===== config.mk =====
export PLATFORM = sky130hd
export DESIGN_NAME = hvtx_sched
export DESIGN_NICKNAME = d
export VERILOG_FILES = /design/src/rtl/hvtx_pkg.sv /design/src/rtl/hvtx_dly.sv /design/src/rtl/hvtx_sched.sv
export SDC_FILE = /design/constraint.sdc
export NUM_CORES = 1
export LEC_CHECK = 0
export ABC_AREA = 1
export CELL_PAD_IN_SITES_DETAIL_PLACEMENT = 1
export CELL_PAD_IN_SITES_GLOBAL_PLACEMENT = 1
export CORE_MARGIN = 8
export CORE_UTILIZATION = 43
export DETAILED_ROUTE_END_ITERATION = 7
export GPL_TIMING_DRIVEN = 1
export PLACE_DENSITY = 0.69
export SETUP_SLACK_MARGIN = 0.1
export SLEW_MARGIN = 30
export SYNTH_ARGS = -nofsm -noshare
export SYNTH_HDL_FRONTEND = slang
export SYNTH_SLANG_ARGS = --single-unit

===== constraint.sdc =====
create_clock -name i_pclk -period 0.82 [get_ports i_pclk]
set_input_delay 0.164 -clock i_pclk [delete_from_list [all_inputs] [get_ports i_pclk]]
set_output_delay 0.164 -clock i_pclk [all_outputs]
set_load 0.02 [all_outputs]

===== src/rtl/hvtx_pkg.sv =====
// Shared types and timing constants for the HDMI/DVI transmit period scheduler.
package hvtx_pkg;

  typedef enum logic [1:0] {
    CTRL     = 2'd0,
    PREAMBLE = 2'd1,
    GUARD    = 2'd2,
    VIDEO    = 2'd3
  } mode_t;

  localparam int PRE_LEN = 8;
  localparam int GB_LEN  = 2;
  localparam int LAT     = PRE_LEN + GB_LEN + 1;
  localparam int DLY_W   = 27;

  localparam logic [3:0] CTL_VID_PRE = 4'b0001;
  localparam logic [3:0] PRE_CNT     = 4'(PRE_LEN - 1);
  localparam logic [3:0] GB_CNT      = 4'(GB_LEN - 1);

endpackage


===== src/rtl/hvtx_dly.sv =====
// Fixed-depth shift register with asynchronous active-low clear.
module hvtx_dly #(
  parameter int WIDTH = 27,
  parameter int DEPTH = 10
) (
  input  logic             i_clk,
  input  logic             i_rst_n,
  input  logic [WIDTH-1:0] i_d,
  output logic [WIDTH-1:0] o_q
);

  logic [WIDTH-1:0] stage [DEPTH];

  always_ff @(posedge i_clk or negedge i_rst_n) begin
    if (!i_rst_n) begin
      for (int i = 0; i < DEPTH; i++) stage[i] <= '0;
    end else begin
      stage[0] <= i_d;
      for (int i = 1; i < DEPTH; i++) stage[i] <= stage[i-1];
    end
  end

  assign o_q = stage[DEPTH-1];

endmodule


===== src/rtl/hvtx_sched.sv =====
// Transmit period scheduler: delays sync/de/video by LAT and sequences encoder modes.
// Define HVTX_HDMI_MODE_EN for HDMI preamble/guard sequencing; default build is DVI-only.
module hvtx_sched
  import hvtx_pkg::*;
(
  input  logic        i_pclk,
  input  logic        i_rst_n,
  input  logic        i_hs,
  input  logic        i_vs,
  input  logic        i_de,
  input  logic [23:0] i_video,
  output logic        o_hs,
  output logic        o_vs,
  output logic        o_de,
  output logic [23:0] o_video,
  output mode_t       o_mode,
  output logic [3:0]  o_ctl,
  output logic        o_err
);

  logic [DLY_W-1:0] dly_q;
  logic             de_d;

  hvtx_dly #(
    .WIDTH (DLY_W),
    .DEPTH (LAT - 1)
  ) u_dly (
    .i_clk   (i_pclk),
    .i_rst_n (i_rst_n),
    .i_d     ({i_hs, i_vs, i_de, i_video}),
    .o_q     (dly_q)
  );

  // de_d is the value o_de takes on the next cycle, so the FSM can switch in step with it
  assign de_d = dly_q[24];

  // Output register stage
  always_ff @(posedge i_pclk or negedge i_rst_n) begin
    if (!i_rst_n) begin
      {o_hs, o_vs, o_de, o_video} <= '0;
    end else begin
      {o_hs, o_vs, o_de, o_video} <= dly_q;
    end
  end

`ifdef HVTX_HDMI_MODE_EN

  logic       de_q;
  logic       pend;
  logic [3:0] cnt;
  logic       rise;
  logic       start_ok;

  assign rise = i_de & ~de_q;
  // A line may be announced only once the previous one is leaving the output and nothing is in flight
  assign start_ok = ~de_d & ~pend & ((o_mode == CTRL) | (o_mode == VIDEO));

  always_ff @(posedge i_pclk or negedge i_rst_n) begin
    if (!i_rst_n) begin
      de_q   <= 1'b0;
      pend   <= 1'b0;
      cnt    <= '0;
      o_mode <= CTRL;
      o_ctl  <= '0;
      o_err  <= 1'b0;
    end else begin
      de_q  <= i_de;
      o_err <= rise & ~start_ok;
      o_ctl <= '0;

      if (rise & ~start_ok) begin
        pend <= 1'b1;
      end else if ((o_mode == CTRL) && de_d) begin
        pend <= 1'b0;
      end

      if (rise & start_ok) begin
        o_mode <= PREAMBLE;
        cnt    <= PRE_CNT;
        o_ctl  <= CTL_VID_PRE;
      end else begin
        case (o_mode)
          CTRL: begin
            // Unannounced line (short blanking) goes straight to video
            if (de_d) o_mode <= VIDEO;
          end
          PREAMBLE: begin
            if (cnt == 4'd0) begin
              o_mode <= GUARD;
              cnt    <= GB_CNT;
            end else begin
              cnt   <= cnt - 4'd1;
              o_ctl <= CTL_VID_PRE;
            end
          end
          GUARD: begin
            if (cnt == 4'd0) o_mode <= VIDEO;
            else             cnt    <= cnt - 4'd1;
          end
          VIDEO: begin
            if (!de_d) o_mode <= CTRL;
          end
          default: o_mode <= CTRL;
        endcase
      end
    end
  end

`else

  always_ff @(posedge i_pclk or negedge i_rst_n) begin
    if (!i_rst_n) begin
      o_mode <= CTRL;
      o_ctl  <= '0;
      o_err  <= 1'b0;
    end else begin
      o_mode <= de_d ? VIDEO : CTRL;
      o_ctl  <= '0;
      o_err  <= 1'b0;
    end
  end

`endif

endmodule


==> parameters.txt, run 1 <==
Parameter                              Value

Run status
  Status    complete, but fails checks
  Violated checks    setup timing

Timing
  Unrepaired setup endpoints after global routing    yes
  Final-report hold violation count    0
  Sum Neg Setup Slack    -10.58 ns
  Fin crit share    1.51
  Number of setup violations in the final report    29
  Setup skew after layout    0.0102 ns
  Fin. max-slew vios    0
  Worst setup margin    -0.416 ns
  Highest clock rate    809 MHz
  Worst hold slack    0.0768 ns
  Minimum clock period    1.24 ns

Cells and area
  Storage element area    7430 sq um
  Number of diodes added for antenna fixing    0
  Final cell area excluding filler cells    9510 sq um
  Layout cell share with drive strength beyond 1    0.212
  Final cell utilization of the core    0.554
  Number of filler cells placed in the layout    1,496
  Final Net Count    428
  Final Non-Filler Cells    645
  Synth-to-Final Area Change    27.0%
  Area used by multi-input combinational logic    18.8 sq um

Setup path
  Worst R2R Start    u_dly.stage[110]
  Worst flop-to-flop path endpoint    u_dly.stage[83]
  Highest fanout seen on the critical path    3
  Critical Path Stages    1
  Worst reg2reg path depth    0
  Cell at the slowest stage of the critical path    dfrtp_2
  Slack of the worst reg-to-reg path    0.30 ns
  Data required time at the worst endpoint    0.66 ns
  Kind of end point of the critical path    output port
  Kind of critical path    flop to output port
  Category of the worst setup path launch point    flop
  Critical Path AT    1.07 ns
  Critical Path, Cell by Cell    buf_6
  Max stage delay on crit path    0.43 ns
  Startpoint of the worst setup timing path    o_mode[0]
  Worst path buffer plus inverter count    1
  Family of cells with the greatest summed delay on the critical path    flip-flops
  Timing endpoint of the critical path    o_mode[0]

Synth
  Post-synth ARST share    1.00
  Number of distinct standard cells referenced by the synthesized netlist    3
  Post-synthesis share of cell area spent on xor and xnor gates    0
  EDFF count, synth    0
  Cell Area, Synth    7490 sq um
  Most frequently used cell type in the post-synthesis netlist    dfrtp_1
  Combinational family with the most area after synthesis    buffers and inverters
  Cell type with the largest total area after synthesis    dfrtp_1
  Fraction of synthesized area in multiplexers    0
  Post-synthesis compound-gate area fraction    0
  Post-synthesis adder-cell area fraction    0
  Number of warnings printed during yosys synthesis    0
  Simple-gate share of the synthesized area    0
  Post-synthesis register bit count    297
  Post-synthesis average cell area    24.6 sq um
  Top cells by area, synth    dfrtp_1 (99%), buf_4 (0.70%), conb_1 (0.050%)
  Share of the yosys chip area belonging to registers    0.992
  Most frequent cells after synthesis    dfrtp_1 (297), buf_4 (7), conb_1 (1)
  Synth Flop Type    dfrtp_1
  Fraction of post-synthesis cell area in the top cell type by area    0.992
  Gate count after technology mapping    305

Floorplanning
  Starting Density    0.436
  Core ar.    17,200 sq um
  Standard-cell rows    48
  I/O pins    63
  Die ar.    21,900 sq um
  Die outline width    148 um
  Die Span Y    148 um

Global routing
  All-layer global routing usage    0.0952
  Number of global-route vias before repair    3,156
  Global-route wire length before repair    16.6 mm
  Final global-route overflow total    0
  Pin count of the biggest net entering global routing    52
  Initial antenna violation count    0

Routing
  Vias per Instance    4.03
  First drt pass iteration count    4
  Detailed-route wire length    9.84 mm
  Via count    2,602
  Remaining antenna violation count after routing    0
  Number of DRC markers after the initial detailed-route iteration    122
  Drt drc    0
  Wirelength per Cell    15.3 um

Power
  Combinational group share of total power    0.025
  Reported net switching power    5.81 mW
  Worst-case vdd ir drop    1.70 mV
  Cell-internal power    24.1 mW
  Power Density    3150 nW/um^2
  Share of power burned in registers    0.522
  Switching share of power    0.194
  Power consumption    30.0 mW
  Reported leakage power    4.35 nW
  Clock network fraction of total power    0.453

Clock tree
  Post-CTS setup buffer count    0
  Source-to-sink clock delay at the later pin of the worst-skew pair    0.52 ns
  Largest buffer count on any clock path    3
  Number of H-tree levels    1
  Clk slew on worst S/H paths    0.06 ns
  Num CTS Buffers    28
  Root Buffer Master    clkbuf_16
  Clock Sink Count    297
  CTS tree    built

Placement
  Final weighted congestion in routability-driven placement    0.591
  Minimum setup slack after placement    -0.307 ns
  Number of buffer cells added on primary ports    57
  Placed cell count    593
  Area post-placement    8450 sq um
  Detailed-placement wirelength estimate    4.88 mm

Job
  Number of violations of the max-capacitance limit    0

Hold path
  Kind of path behind the tightest hold check    input port to async pin
per-layer routing:
| layer | vias up | track usage | share of wire |
|---|---|---|---|
| li1 | 1119 | - | - |
| met1 | 1393 | 0.121 | 0.41 |
| met2 | 76 | 0.149 | 0.50 |
| met3 | 14 | 0.0269 | 0.065 |
| met4 | 0 | 0.0469 | 0.023 |
| met5 | - | 0 | 0 |
cells by family after synthesis:
kind of cell           after synthesis
buffers and inverters                7
DFF                                297
other                                1
power groups by stage:
stage	clock [mW]	combinational (mW)	sequential (mW)
after CTS	14.0	0.788	15.7
after floorplan	0	0.0552	15.9
after global placement	0	0.736	15.8
after detailed placement	0	0.771	15.9
after global routing	14.6	0.855	15.7
final	13.6	0.763	15.6
sequential cells by signal (all words and copies together), names as in the netlist:
register     flops
o_mode           1
u_dly.o_q       27
u_dly.stage    243
o_hs             1
o_video         24
o_vs             1
area by class of cell:
class                      count  area share
multi-input combinational      5     0.00197
clock inverter                12      0.0175
timing repair buffer          67      0.0804
tap                          225      0.0296
clock buffer                  39      0.0887
sequential                   297       0.782
worst min-delay path by stage:
| stage | slack [ns] | end | start |
|---|---|---|---|
| after global routing | 0.06 | u_dly.stage[250] | i_video[7] |
| final | 0.08 | u_dly.stage[214] | i_rst_n |
| after global placement | 0.007 | u_dly.stage[214] | i_rst_n |
| after detailed placement | 0.008 | u_dly.stage[214] | i_rst_n |
| after CTS | 0.06 | u_dly.stage[213] | i_rst_n |
| after floorplan | -0.13 | o_hs | i_rst_n |
placed cells by master (no fill, tap or decap), drive strengths merged:
| cell type | n |
|---|---|
| buf | 39 |
| conb | 5 |
| bufinv | 4 |
| clkinv | 7 |
| clkdlybuf4s50 | 27 |
| inv | 1 |
| dfrtp | 297 |
| dlygate4sd3 | 1 |
| clkbuf | 39 |
repair_timing:
| item | CTS | global route |
|---|---|---|
| endpoints found under the hold margin | 297 | 0 |
| gates resized for setup | 168 | 6 |
| hold buffers | 1 | 0 |
| setup endpoints to repair | 29 | 29 |
| cloned | 0 | 0 |
No activity file was read; power rests on OpenSTA's default activity.
==> inputs of run 2 (changes only) <==
CORE_ASPECT_RATIO = 2   (was not set)
==> run 2 against run 1 <==
Effect of this change:
- the run still ends with setup timing left
- register-to-register slack better by 0.02 ns
- critical path depth unchanged
- maximum frequency up 1.6%
- worst hold slack better by 0.0096 ns
==> parameters.txt, run 2 (same netlist as run 1, synthesis figures left out) <==
Parameter                              Value

Cells and area
  Number of diodes added for antenna fixing    0
  Synth-to-Final Area Change    22.9%
  Area used by multi-input combinational logic    18.8 sq um
  Storage element area    7430 sq um
  Most used cells in the layout excluding fill and tap cells    dfrtp_1 (296), buf_6 (29), clkdlybuf4s50_1 (27), clkbuf_16 (23)
  Commonest non-fill, non-tap cell in the layout    dfrtp_1
  Final Net Count    424
  Number of filler cells placed in the layout    1,506
  Final cell utilization of the core    0.536
  Final Non-Filler Cells    618
  Flip-flop count of the largest register, all copies and words added    243
  Register containing the most flip-flops in the final layout    u_dly.stage
  Layout cell share with drive strength beyond 1    0.179

Routing
  Via count    2,561
  Detailed-route wire length    8.51 mm
  Number of DRC markers after the initial detailed-route iteration    55
  Drt drc    0
  First drt pass iteration count    3
  Wirelength per Cell    13.8 um
  Remaining antenna violation count after routing    0
  Vias per Instance    4.14

Job
  Number of violations of the max-capacitance limit    0

Timing
  Fin crit share    1.48
  Final-report hold violation count    0
  Fin. max-slew vios    0
  Worst setup margin    -0.397 ns
  Highest clock rate    822 MHz
  Minimum clock period    1.22 ns
  Setup skew after layout    0.0108 ns
  Number of setup violations in the final report    29
  Sum Neg Setup Slack    -9.96 ns
  Unrepaired setup endpoints after global routing    yes

Floorplanning
  Standard-cell rows    68
  I/O pins    63
  Die Span Y    203 um
  Die ar.    22,200 sq um
  Starting Density    0.436
  Die outline width    109 um
  Core ar.    17,200 sq um

Setup path
  Critical Path AT    1.05 ns
  Highest fanout seen on the critical path    3
  Cell at the slowest stage of the critical path    dfrtp_2
  Data required time at the worst endpoint    0.66 ns
  Kind of end point of the critical path    output port
  Max stage delay on crit path    0.43 ns
  Kind of critical path    flop to output port
  Worst path buffer plus inverter count    1
  Family of cells with the greatest summed delay on the critical path    flip-flops
  Category of the worst setup path launch point    flop
  Critical Path, Cell by Cell    buf_6

Placement
  Detailed-placement wirelength estimate    4.96 mm
  Final weighted congestion in routability-driven placement    0.566
  Minimum setup slack after placement    -0.301 ns
  Number of buffer cells added on primary ports    57
  Placed cell count    579

Global routing
  Number of global-route vias before repair    2,956
  Final global-route overflow total    0
  Initial antenna violation count    0
  Pin count of the biggest net entering global routing    67
  All-layer global routing usage    0.0835
  Global-route wire length before repair    14.7 mm

Power
  Reported net switching power    5.17 mW
  Reported leakage power    4.20 nW
  Combinational group share of total power    0.028
  Cell-internal power    22.0 mW
  Switching share of power    0.191
  Share of power burned in registers    0.574
  Worst-case vdd ir drop    2.94 mV
  Clock network fraction of total power    0.398
  Power Density    2950 nW/um^2

Clock tree
  Clock Sink Count    297
  Number of H-tree levels    1
  Clk slew on worst S/H paths    0.07 ns
  Largest buffer count on any clock path    3
  Source-to-sink clock delay at the later pin of the worst-skew pair    0.49 ns
  Num CTS Buffers    23
  Root Buffer Master    clkbuf_16
  Post-CTS setup buffer count    0
  CTS tree    built

Run status
  Violated checks    setup timing
  Status    complete, but fails checks

Hold path
  Kind of path behind the tightest hold check    input port to async pin
## run 2: area by class of cell
class                           count  share of cell area
Clock inverter                      7              0.0120
Clock buffer                       31              0.0680
Tap cell                          210              0.0285
Multi-Input combinational cell      5             0.00204
Timing Repair Buffer               68              0.0820
Sequential cell                   297               0.808
## run 2: final timing paths
path                                  startpoint                to  slack, ns  cells past startpoint
worst max-delay path                   o_mode[0]              o_de      -0.40                      1
worst max register to register  u_dly.stage[228]  u_dly.stage[201]       0.32                      0
worst min register to register  u_dly.stage[112]   u_dly.stage[85]       0.33                      0
worst min-delay path                     i_rst_n         o_mode[0]       0.09                      2
max in group asynchronous                i_rst_n  u_dly.stage[241]       0.20                      3
min in group i_pclk                         i_hs  u_dly.stage[269]       0.11                      1
## run 2: what timing repair did
action / in CTS / in global routing
endpoints found under the setup margin: 29 / 52
resized for setup: 168 / 7
endpoints found under the hold margin: 297 / 0
hold buffers: 1 / 0
cloned: 0 / 0
## run 2: per-stage QoR
| step | hold WS [ns] | cell area [sq um] | power, mW |
|---|---|---|---|
| 2_1_floorplan | -0.132 | 7510 | 15.9 |
| 3_3_place_gp | 0.00320 | 8420 | 16.5 |
| 3_5_place_dp | 0.0000175 | 8420 | 16.6 |
| 4_1_cts | 0.0727 | 9180 | 27.7 |
| 5_1_grt | 0.0822 | 9210 | 28.4 |
| 6_report | 0.0864 | 9210 | 27.1 |
## run 2: per-layer routing
layer | part of all wire | track usage | wire length, um
met4 | 0.036 | 0.0423 | 308
met2 | 0.51 | 0.132 | 4350
met1 | 0.39 | 0.105 | 3340
met3 | 0.061 | 0.0197 | 515
met5 | 0 | 0 | 0
## run 2: power by group through the flow
stage	sequential (mW)	clock, mW	combinational [mW]
floorplan	15.9	0	0.0552
global placement	15.8	0	0.725
detailed placement	15.9	0	0.762
CTS	15.6	11.3	0.774
global route	15.7	11.9	0.849
finish	15.6	10.8	0.752
==> inputs of run 3 (changes only) <==
CELL_PAD_IN_SITES_DETAIL_PLACEMENT = not set   (was 1)
CELL_PAD_IN_SITES_GLOBAL_PLACEMENT = not set   (was 1)
PLACE_DENSITY = 0.63   (was 0.69)
SKIP_LAST_GASP = 1   (was not set)
==> run 3 against run 2 <==
Effect of this change:
- the flow still finishes with violations (setup timing)
- combinational power up 2%
- design area up 1.8%
- sequential power about the same
- register-to-register slack about the same
- largest power group unchanged
- first-iteration DRC count up 33%
- highest routed layer unchanged
- non-clock buffer count unchanged
- die area unchanged
- worst hold slack better by 0.011 ns
- total power up 4.6%
- final cell count up 0.81%
- routed wire length down 10%
- sequential cell count unchanged
==> parameters.txt, run 3 (same netlist as run 1, synthesis figures left out) <==
Parameter                              Value

Timing
  Highest clock rate    812 MHz
  Final-report hold violation count    0
  Minimum clock period    1.23 ns
  Unrepaired setup endpoints after global routing    yes
  Fin. max-slew vios    0
  Worst setup margin    -0.412 ns
  Number of setup violations in the final report    29
  Setup skew after layout    0.00580 ns
  Sum Neg Setup Slack    -10.20 ns
  Fin crit share    1.50

Routing
  Vias per Instance    4.04
  Detailed-route wire length    7.66 mm
  Number of DRC markers after the initial detailed-route iteration    73
  Via count    2,514
  First drt pass iteration count    2
  Drt drc    0
  Remaining antenna violation count after routing    0
  Wirelength per Cell    12.3 um

Setup path
  Startpoint of the worst setup timing path    o_mode[0]
  Worst path buffer plus inverter count    1
  Kind of end point of the critical path    output port
  Kind of critical path    flop to output port
  Critical Path AT    1.07 ns
  Critical Path, Cell by Cell    buf_6
  Max stage delay on crit path    0.43 ns
  Family of cells with the greatest summed delay on the critical path    flip-flops
  Data required time at the worst endpoint    0.66 ns
  Cell at the slowest stage of the critical path    dfrtp_2
  Worst R2R Start    u_dly.stage[227]
  Category of the worst setup path launch point    flop
  Highest fanout seen on the critical path    3

Floorplanning
  I/O pins    63
  Starting Density    0.436
  Die ar.    22,200 sq um
  Core ar.    17,200 sq um
  Standard-cell rows    68
  Die outline width    109 um
  Die Span Y    203 um

Placement
  Number of buffer cells added on primary ports    57
  Final weighted congestion in routability-driven placement    0.582
  Detailed-placement wirelength estimate    4.17 mm
  Placed cell count    579

Cells and area
  Final Net Count    425
  Final Non-Filler Cells    623
  Register containing the most flip-flops in the final layout    u_dly.stage
  Most used cells in the layout excluding fill and tap cells    dfrtp_1 (296), buf_6 (29), clkdlybuf4s50_1 (27), clkbuf_16 (25), buf_12 (7)
  Flip-flop count of the largest register, all copies and words added    243
  Number of diodes added for antenna fixing    0
  Area used by multi-input combinational logic    18.8 sq um
  Commonest non-fill, non-tap cell in the layout    dfrtp_1
  Layout cell share with drive strength beyond 1    0.194
  Storage element area    7430 sq um
  Number of filler cells placed in the layout    1,316
  Synth-to-Final Area Change    25.1%

Job
  Number of violations of the max-capacitance limit    0

Clock tree
  Source-to-sink clock delay at the later pin of the worst-skew pair    0.50 ns
  Number of H-tree levels    1
  Num CTS Buffers    24
  CTS tree    built
  Clk slew on worst S/H paths    0.06 ns
  Clock Sink Count    297
  Root Buffer Master    clkbuf_16
  Largest buffer count on any clock path    3

Hold path
  Origin of the worst min-delay path    i_video[3]
  Kind of path behind the tightest hold check    input port to flop

Global routing
  Initial antenna violation count    0
  Final global-route overflow total    0
  Pin count of the biggest net entering global routing    44
  Global-route wire length before repair    13.5 mm
  All-layer global routing usage    0.0761
  Number of global-route vias before repair    2,837

Power
  Power Density    3030 nW/um^2
  Reported leakage power    4.27 nW
  Worst-case vdd ir drop    1.77 mV

Run status
  Status    complete, but fails checks
  Violated checks    setup timing
[run 3: cell types whose count changed in the layout (fill, tap and decap cells not counted)]
cell        previous run  this run
clkbuf_16             23        25
buf_12                 3         7
inv_6                  0         1
clkinv_2               4         2
buf_4                  6         3
clkbuf_1               6         4
clkinvlp_4             0         1
bufinv_16              3         4
clkbuf_8               2         6
buf_16                 1         0
[run 3: layout make-up]
cell class                      instances  share of cell area
Sequential cell                       297               0.793
Timing Repair Buffer                   68              0.0837
Clock buffer                           35              0.0772
Tap cell                              210              0.0280
Clock inverter                          8              0.0156
Multi-Input combinational cell          5             0.00200
[run 3: worst paths after layout]
kind / slack, ns / end / cells past startpoint
max: -0.41 / o_de / 1
min: 0.1 / u_dly.stage[246] / 1
max reg2reg: 0.33 / u_dly.stage[200] / 0
min reg2reg: 0.34 / u_dly.stage[142] / 0
max in group asynchronous: 0.23 / u_dly.stage[260] / 3
min in group asynchronous: 0.11 / u_dly.o_q[4] / 2
[run 3: metal layers]
metal  track usage  wire length, um  vias to the layer above
met5             0                0                        -
met3        0.0232              600                       19
met4        0.0418              257                        0
li1              -                -                     1101
met1        0.0927             2970                     1315
met2         0.118             3830                       79
[run 3: through the flow]
| step | util | total power [mW] | area (sq um) | setup slack [ns] | hold slack (ns) |
|---|---|---|---|---|---|
| floorplan | - | 15.9 | 7510 | 0.0645 | -0.132 |
| global placement | 0.492 | 16.5 | 8450 | -0.287 | 0.0310 |
| detailed placement | 0.492 | 16.6 | 8450 | -0.308 | 0.0367 |
| CTS | 0.544 | 29.0 | 9350 | -0.447 | 0.0692 |
| global route | 0.545 | 29.7 | 9370 | -0.468 | 0.0748 |
| finish | 0.545 | 28.4 | 9370 | -0.412 | 0.0979 |
[run 3: where the power goes]
part           switching [mW]  internal (mW)
combinational           0.434          0.332
sequential              0.187           15.4
clock                    4.68           7.39
total                    5.30           23.1
[run 3: repair_timing]
action,CTS,global route
endpoints found under the hold margin,297,0
endpoints found under the setup margin,29,29
gates cloned,0,0
setup buffers,0,0
gates resized for setup,168,6
hold buffers,1,0
